**src/rtl/fost_pkg.sv**
```systemverilog
// Shared types for the fost core data-memory path: default word and register-address
// types, the memory-stage state encoding and the wait-counter width.
package fost_pkg;

  localparam int unsigned WordW    = 16;
  localparam int unsigned RegAddrW = 4;
  // Wait-state counter width; covers 0..15 extra cycles.
  localparam int unsigned CntW     = 4;

  typedef logic [WordW-1:0]    word_t;
  typedef logic [RegAddrW-1:0] reg_addr_t;

  typedef enum logic [1:0] {
    StIdle = 2'd0,
    StWait = 2'd1,
    StDone = 2'd2
  } mem_state_e;

endpackage

```
**src/rtl/mem_wait_counter.sv**
```systemverilog
// Wait-state down-counter for the memory stage: loads a start value, counts down to zero
// and flags zero. clr aborts an in-progress count.
module mem_wait_counter import fost_pkg::*; #(
  parameter int unsigned Width = CntW
) (
  input  logic             clk,
  input  logic             rst,
  input  logic             clr,
  input  logic             load,
  input  logic [Width-1:0] load_val,
  input  logic             dec,
  output logic             zero
);

  logic [Width-1:0] cnt_q;

  // Count register: clear beats load, load beats decrement; saturates at zero.
  always_ff @(posedge clk or negedge rst) begin
    if (!rst) begin
      cnt_q <= '0;
    end else if (clr) begin
      cnt_q <= '0;
    end else if (load) begin
      cnt_q <= load_val;
    end else if (dec && (cnt_q != '0)) begin
      cnt_q <= cnt_q - 1'b1;
    end
  end

  assign zero = (cnt_q == '0);

endmodule

```
**src/rtl/mem_stage.sv**
```systemverilog
// Data-memory pipeline stage: DEPTH-word register-file memory with WAIT_CYCLES extra
// cycles per access behind a ready/valid handshake. Loads produce a one-cycle write-back
// record; flush aborts accepted and offered work.
// Optional feature: define MEM_FAULT_EN to fault (and suppress) accesses with ea >= DEPTH;
// otherwise the index wraps modulo DEPTH and fault stays 0.
module mem_stage import fost_pkg::*; #(
  parameter int unsigned DATA_W      = WordW,
  parameter int unsigned DEPTH       = 64,
  parameter int unsigned REG_ADDR_W  = RegAddrW,
  parameter int unsigned WAIT_CYCLES = 0
) (
  input  logic                  rst,
  input  logic                  clk,
  input  logic                  flush,
  input  logic                  req_valid,
  output logic                  req_ready,
  input  logic                  is_mem_read,
  input  logic                  is_mem_write,
  input  logic                  is_reg_write,
  input  logic [DATA_W-1:0]     base,
  input  logic [DATA_W-1:0]     offset,
  input  logic [DATA_W-1:0]     wdata,
  input  logic [REG_ADDR_W-1:0] rd_addr,
  output logic                  wb_valid,
  output logic [DATA_W-1:0]     wb_data,
  output logic [REG_ADDR_W-1:0] wb_reg_addr,
  output logic                  fault
);

  localparam int unsigned IdxW = $clog2(DEPTH);

  mem_state_e state_q;

  logic                  accept;
  logic                  access;
  logic                  cnt_zero;
  logic                  req_fault;
  logic [DATA_W-1:0]     ea;
  logic                  ea_oob;

  logic                  req_read_q;
  logic                  req_write_q;
  logic                  req_reg_write_q;
  logic                  req_oob_q;
  logic [IdxW-1:0]       req_idx_q;
  logic [DATA_W-1:0]     req_wdata_q;
  logic [REG_ADDR_W-1:0] req_rd_q;

  logic [DATA_W-1:0]     mem_q [DEPTH];

  assign ea     = base + offset;
  assign ea_oob = (ea >> IdxW) != '0;

  // Ready is a pure state decode, held low while reset is asserted.
  assign req_ready = rst & (state_q != StWait);
  assign accept    = req_valid & req_ready & ~flush;
  // The access commits on the edge that leaves DONE, unless flushed.
  assign access    = (state_q == StDone) & ~flush;

`ifdef MEM_FAULT_EN
  assign req_fault = req_oob_q;
`else
  assign req_fault = 1'b0;
  logic unused_oob;
  assign unused_oob = req_oob_q;
`endif

  if (WAIT_CYCLES > 0) begin : g_wait
    localparam logic [CntW-1:0] WaitLoad = CntW'(WAIT_CYCLES - 1);

    mem_wait_counter #(
      .Width (CntW)
    ) u_wait_counter (
      .clk      (clk),
      .rst      (rst),
      .clr      (flush),
      .load     (accept),
      .load_val (WaitLoad),
      .dec      (state_q == StWait),
      .zero     (cnt_zero)
    );
  end else begin : g_no_wait
    assign cnt_zero = 1'b1;
  end

  // Control FSM, request register and registered write-back/fault outputs.
  always_ff @(posedge clk or negedge rst) begin
    if (!rst) begin
      state_q         <= StIdle;
      req_read_q      <= 1'b0;
      req_write_q     <= 1'b0;
      req_reg_write_q <= 1'b0;
      req_oob_q       <= 1'b0;
      req_idx_q       <= '0;
      req_wdata_q     <= '0;
      req_rd_q        <= '0;
      wb_valid        <= 1'b0;
      wb_data         <= '0;
      wb_reg_addr     <= '0;
      fault           <= 1'b0;
    end else begin
      wb_valid    <= 1'b0;
      wb_data     <= '0;
      wb_reg_addr <= '0;
      fault       <= 1'b0;

      if (access) begin
        if (req_fault) begin
          fault <= 1'b1;
        end else if (req_read_q) begin
          wb_data     <= mem_q[req_idx_q];
          wb_reg_addr <= req_rd_q;
          wb_valid    <= req_reg_write_q;
        end
      end

      if (flush) begin
        state_q <= StIdle;
      end else begin
        unique case (state_q)
          StIdle, StDone: begin
            if (accept) begin
              state_q <= (WAIT_CYCLES > 0) ? StWait : StDone;
            end else begin
              state_q <= StIdle;
            end
          end
          StWait: begin
            if (cnt_zero) begin
              state_q <= StDone;
            end
          end
          default: state_q <= StIdle;
        endcase
      end

      if (accept) begin
        req_read_q      <= is_mem_read;
        req_write_q     <= is_mem_write;
        req_reg_write_q <= is_reg_write;
        req_oob_q       <= ea_oob;
        req_idx_q       <= ea[IdxW-1:0];
        req_wdata_q     <= wdata;
        req_rd_q        <= rd_addr;
      end
    end
  end

  // Memory array; a store commits on the same edge a combined load samples the old word.
  always_ff @(posedge clk or negedge rst) begin
    if (!rst) begin
      for (int i = 0; i < DEPTH; i++) begin
        mem_q[i] <= '0;
      end
    end else if (access && req_write_q && !req_fault) begin
      mem_q[req_idx_q] <= req_wdata_q;
    end
  end

endmodule

```
**config.mk**
```make
export PLATFORM = sky130hd
export DESIGN_NAME = mem_stage
export DESIGN_NICKNAME = d
export VERILOG_FILES = /design/src/rtl/fost_pkg.sv /design/src/rtl/mem_wait_counter.sv /design/src/rtl/mem_stage.sv
export SDC_FILE = /design/constraint.sdc
export NUM_CORES = 1
export LEC_CHECK = 0
export CORE_ASPECT_RATIO = 1.25
export CORE_UTILIZATION = 63
export DETAILED_ROUTE_END_ITERATION = 7
export PLACE_DENSITY = 0.8
export SLEW_MARGIN = 30
export SYNTH_ARGS = -nofsm -noshare
export SYNTH_HDL_FRONTEND = slang
export SYNTH_SLANG_ARGS = --single-unit
export TNS_END_PERCENT = 5
```
**constraint.sdc**
```tcl
create_clock -name clk -period 2.5 [get_ports clk]
set_input_delay 0.25 -clock clk [delete_from_list [all_inputs] [get_ports clk]]
set_output_delay 0.25 -clock clk [all_outputs]
set_load 0.02 [all_outputs]
```
# Word level (Yosys, flattened, before mapping)
# Index checks and enable logic that the tools add are counted.
# classes
reduce_logical	4
n_lt_le_gt_ge	2
n_eq_ne	3
n_mux	15
n_bitwise	6
n_addsub	1
# op_table
cell	count
bitwise mux 1024 bit	1
binary-select mux 16 bit (select 6 bit)	1
demux 16 bit (select 6 bit)	1
two-way mux 16 bit	5
two-way mux 4 bit	2
>= comparator 7 bit, second input constant	1
< comparator 7 x 1 -> 1 bit, second input constant	1
NOT 6 -> 7 bit	1
adder 6 bit	1
bitwise AND 1 bit	4
two-way mux 2 bit	2
one-hot mux 2 bit (2 select lines)	1
== test 2 x 1 -> 1 bit, second input constant	1
== test 2 bit, second input constant	1
logical AND 1 bit	2
zero test 2 bit	1
two-way mux 1 bit	2
inequality test 2 x 1 -> 1 bit, second input constant	1
OR reduction 2 bit	1
NOT 1 bit	1
# totals
word_cells	105
regBits	1076
inputBits	59
output_inout_bits	23

# Logic depth before layout (Yosys ltp)
# depth
ltp_word	7
depth_mapped	11
ltp_nobuf	8

# Least setup slack after synthesis
# OpenSTA, ideal clock, no wires.
# synth_timing
path_type	flip-flop to flip-flop
startpoint	register req_idx_q[2]
endpoint	register mem_q[1013] in the netlist's numbering
path_stages_with_launch	8
path_buffers	3
setup_ns	0.125
arrival_time_ns	2.101
slack_ns	0.274
cell_sequence	dfrtp_1 -> buf_6 -> or2_1 -> buf_6 -> nor3_4 -> nand2_4 -> buf_6 -> mux2_4
# synth_between
elab_chain_len	6
word_cells_on_any_way	7
cone_classes	order compare: 2; mux: 3; bitwise: 1; reduce/logical: 1
# synth_lines
item	line	rtl
start, declared	mem_stage.sv:45	logic [IdxW-1:0] req_idx_q;
start signal, assigned	mem_stage.sv:142	req_idx_q <= ea[IdxW-1:0];
NOT 6 -> 7 bit (not written as such) (*)	mem_stage.sv:156	mem_q[req_idx_q] <= req_wdata_q;
>= comparator 7 bit (not written as such) / < comparator 7 x 1 -> 1 bit (equally long branches)	mem_stage.sv:156	
logical AND 1 bit (not written as such)	mem_stage.sv:156	
two-way mux 16 bit (not written as such)	mem_stage.sv:156	
demux 16 bit (select 6 bit) (*)	mem_stage.sv:156	
bitwise mux 1024 bit (*)	mem_stage.sv:156	
end signal, assigned by index	mem_stage.sv:156	
end, declared	mem_stage.sv:49	logic [DATA_W-1:0] mem_q [DEPTH];
# Mark *: on every way between the ends. The rest lies on a longest branch, timed or not.
# A chain may end at the register's enable or synchronous reset.

# Worst setup path after layout
# layout_timing
startpoint	register req_idx_q[2]
endpoint	register wb_data[14]
# layout_between
elab_chain_len	6
# layout_lines
item	line	rtl
NOT 6 -> 7 bit (not written as such)	mem_stage.sv:111	wb_data <= mem_q[req_idx_q];
binary-select mux 16 bit (select 6 bit)	mem_stage.sv:111	
two-way mux 16 bit (not written as such) (2 in series)	mem_stage.sv:111	
two-way mux 16 bit	mem_stage.sv:110	end else if (req_read_q) begin
two-way mux 16 bit	mem_stage.sv:107	if (access) begin
end signal, assigned	mem_stage.sv:111	
end, declared	mem_stage.sv:25	output logic [DATA_W-1:0] wb_data,
# Every way passes these cells. The select of a mux whose other input is x is not followed.

==> summary.txt <==
Cells and area
  – Diode count: 0
  – Layout cell share with drive strength beyond 1: 0.487
  – Reg area: 0.0269 mm²
  – Filler cells: 4579
  – Commonest cells after routing, fill and taps aside: dfrtp_1, mux2_2, buf_4, mux2i_1
  – Most common cell after layout, fill and taps aside: dfrtp_1
  – Synth-to-layout area growth: 18.7%
  – Nets: 3863
  – Post-route insts no fill: 4925
  – Design Area, Final: 0.0584 mm²
  – Footprint of the multi-input gates: 0.0212 mm²

Logic synthesis
  – Top cells by area, synth: dfrtp_1, mux2_2, mux2i_1, mux4_2, a221oi_1
  – Mean post-synth cell area: 13.8 µm²
  – Top cell type by total area after synthesis: dfrtp_1
  – Register area share after synthesis: 0.547
  – Mapped cell area: 0.0492 mm²
  – #FFs+latches synth: 1075
  – Syn Inst Count: 3564
  – Syn nets: 3629
  – Yosys warns: 0
  – Yosys top cell area share: 0.547
  – Fraction of registers with async set/reset: 1.00
  – Post-synth EDFFs: 0
  – Most used DFF post-synth: dfrtp_1
  – Count of different cell masters after synthesis: 68

Clock network
  – H-tree depth: 3
  – Clk buf depth: 3
  – Clock-pin slew on the worst setup and hold paths: 60 ps
  – CTS tree: built
  – Clock root buffer: clkbuf_16
  – Clock latency on the worst-skew pair: 690 ps
  – Cts bufs inserted: 103
  – CTS Sinks: 1075

Timing
  – Hold Worst Slack: 97.7 ps
  – RSZ-0062 raised after global routing: yes
  – Final Setup Violations: 20
  – Fin Setup TNS: -997 ps
  – Clk_skew: 34.8 ps
  – Final Hold Vio Count: 0
  – Slew HR: 0.377
  – Worst slew pin tran: 935 ps
  – Fmax: 362 MHz
  – Post-route worst setup slack: -265 ps
  – Max-slew violations: 0
  – Final period util: 1.11
  – Tmin final: 2760 ps

Critical path
  – CP Cell Sequence: buf_4 -> buf_4 -> nor2b_1 -> buf_4 -> buf_4 -> a22oi_1 -> o22ai_1 -> a211oi_1 -> a41oi_1
  – Crit-path leading delay family: compound AO/OA/AOI/OAI gates
  – Critical path arrival: 3350 ps
  – Critical Path Fanout Max: 7
  – Worst setup EP type: flip-flop
  – Worst Path Buf+Inv: 4
  – Most used cell along the critical path: buf_4
  – FF-to-FF path depth: 9
  – CP Launch Type: flip-flop
  – Type of the worst setup path: flip-flop to flip-flop
  – Slowest stage delay, CP: 590 ps
  – Crit-path slowest cell: o22ai_1
  – Worst Path Required: 3090 ps
  – CP Depth: 9

Place
  – Placed insts: 4710
  – Post-DP Area: 0.0541 mm²
  – Placement Setup Slack: -296 ps
  – Dpl hpwl: 101 mm
  – Routability Congestion: 0.987
  – Port Buffers: 60

Hold path
  – Worst min path class: input port to flip-flop
  – WHS Path Cells: 3

Status
  – Violated checks: DRC, setup timing
  – Status: complete, but fails checks

Drt
  – DRC: 1
  – DR pass1 iterations: 8
  – Drt total wl: 158 mm
  – Routed len/inst: 32.0 µm
  – DR vias/cell: 6.90
  – Routed Antenna Nets: 0
  – Vias: 33959
  – DR iter-0 viols: 3233

Floorplanning
  – Chip height: 314 µm
  – IO Pins: 82
  – Starting density of the core: 0.636
  – DIE AREA: 0.0792 mm²
  – Rows: 114
  – Core footprint: 0.0773 mm²
  – Die width: 252 µm

Power
  – PD cells: 743 mW/mm²
  – Leakage: 28.3 nW
  – Peak supply drop: 0.000704 V

Global routing
  – GR Util met3: 0.0946
  – GRT overflow: 0
  – Total track usage: 0.401
  – Pin count of the biggest net entering global routing: 156
  – Vias in the first global route: 35948
  – Grt met1 use: 0.497
  – First-pass GRT wire length: 233 mm
  – Initial antenna violation count: 6
  – Busiest grt layer: met2
  – Met2 usage: 0.616

Run
  – Max_cap viols: 0
## routing by layer
metal | vias to the layer above | routed length (µm)
li1 | 13558 | -
met1 | 17794 | 56300
met2 | 1947 | 73400
met3 | 648 | 14900
met4 | 12 | 12900
met5 | - | 79
## power by group
part | internal (mW) | switching (mW) | leakage, nW
clock | 9.56 | 6.83 | 1.73
sequential | 17.8 | 0.642 | 14.9
combinational | 3.20 | 5.34 | 11.7
total | 30.5 | 12.8 | 28.3
## per-stage QoR
step	power, mW	util
floorplan	22.0	-
global placement	26.2	0.699
detailed placement	26.4	0.699
CTS	42.7	0.748
global route	44.3	0.755
finish	43.4	0.755
## repair_timing
action                                  in CTS  in global routing
pin swaps                                    0                 16
endpoints found under the setup margin     220                150
hold buffers                                 1                  0
gates resized for setup                     24                 91
hold endpoints to repair                   111                  0
gates cloned                                 0                  2
setup buffers                                7                 19
## flip-flops by register name (all words and copies together), names as in the netlist
name	count
mem_q	1024
req_wdata_q	16
wb_data	16
req_idx_q	6
req_rd_q	4
wb_reg_addr	4
req_read_q	1
req_reg_write_q	1
req_write_q	1
state_q	1
wb_valid	1
## cell usage after synthesis, types with 4 or more instances
library cell,n
a211oi_1,7
a21oi_1,79
a221o_1,11
a221oi_1,87
a22o_1,14
a22oi_1,92
a31oi_1,23
a32oi_1,6
and2_1,6
and3_1,9
buf_1,14
buf_2,87
buf_4,26
buf_6,10
clkbuf_1,199
dfrtp_1,1075
ha_1,5
inv_1,7
mux2_2,1051
mux2_4,50
mux2i_1,188
mux4_2,53
nand2_1,126
nand2_4,8
nand2b_1,4
nand3_1,21
nand3b_1,6
nor2_1,47
nor2_2,46
nor2b_1,6
o211ai_1,5
o21ai_0,67
o221ai_1,4
o22a_1,12
o22ai_1,52
o2bb2ai_1,6
## final timing paths
| check | endpoint | startpoint | slack (ps) |
|---|---|---|---|
| max | wb_data[14] | req_idx_q[2] | -260 |
| min in group asynchronous | mem_q[317] | rst | 130 |
| min | req_wdata_q[4] | wdata[4] | 100 |
| min reg2reg | req_rd_q[3] | req_rd_q[3] | 470 |
| max reg2reg | wb_data[14] | req_idx_q[2] | -260 |
| max in group asynchronous | mem_q[687] | rst | 1090 |
## final cells by class
cell class / instances / area share
flip-flops and latches: 1075 / 0.461
multi-input cells: 2144 / 0.363
repair buffers: 465 / 0.0921
clock buffers: 149 / 0.0520
well taps: 1044 / 0.0224
clock inverters: 39 / 0.00881
inverters: 9 / 0.000578
## tightest hold or removal path, cell delays in order
cell	delay, ps
clkdlybuf4s50_1	400
nand2_1	50
nand2_1	40
## kinds of logic after synthesis
logic type / synth area share
multiplexers: 0.319
flip-flops: 0.547
AO/OA/AOI/OAI: 0.0698
buffers and inverters: 0.0320
AND/OR/NAND/NOR: 0.0303
adder cells (fa/ha/maj): 0.00168
XOR/XNOR: 0.000890
other: 0.0000762
Note: power is estimated with default switching activity, not from simulation.
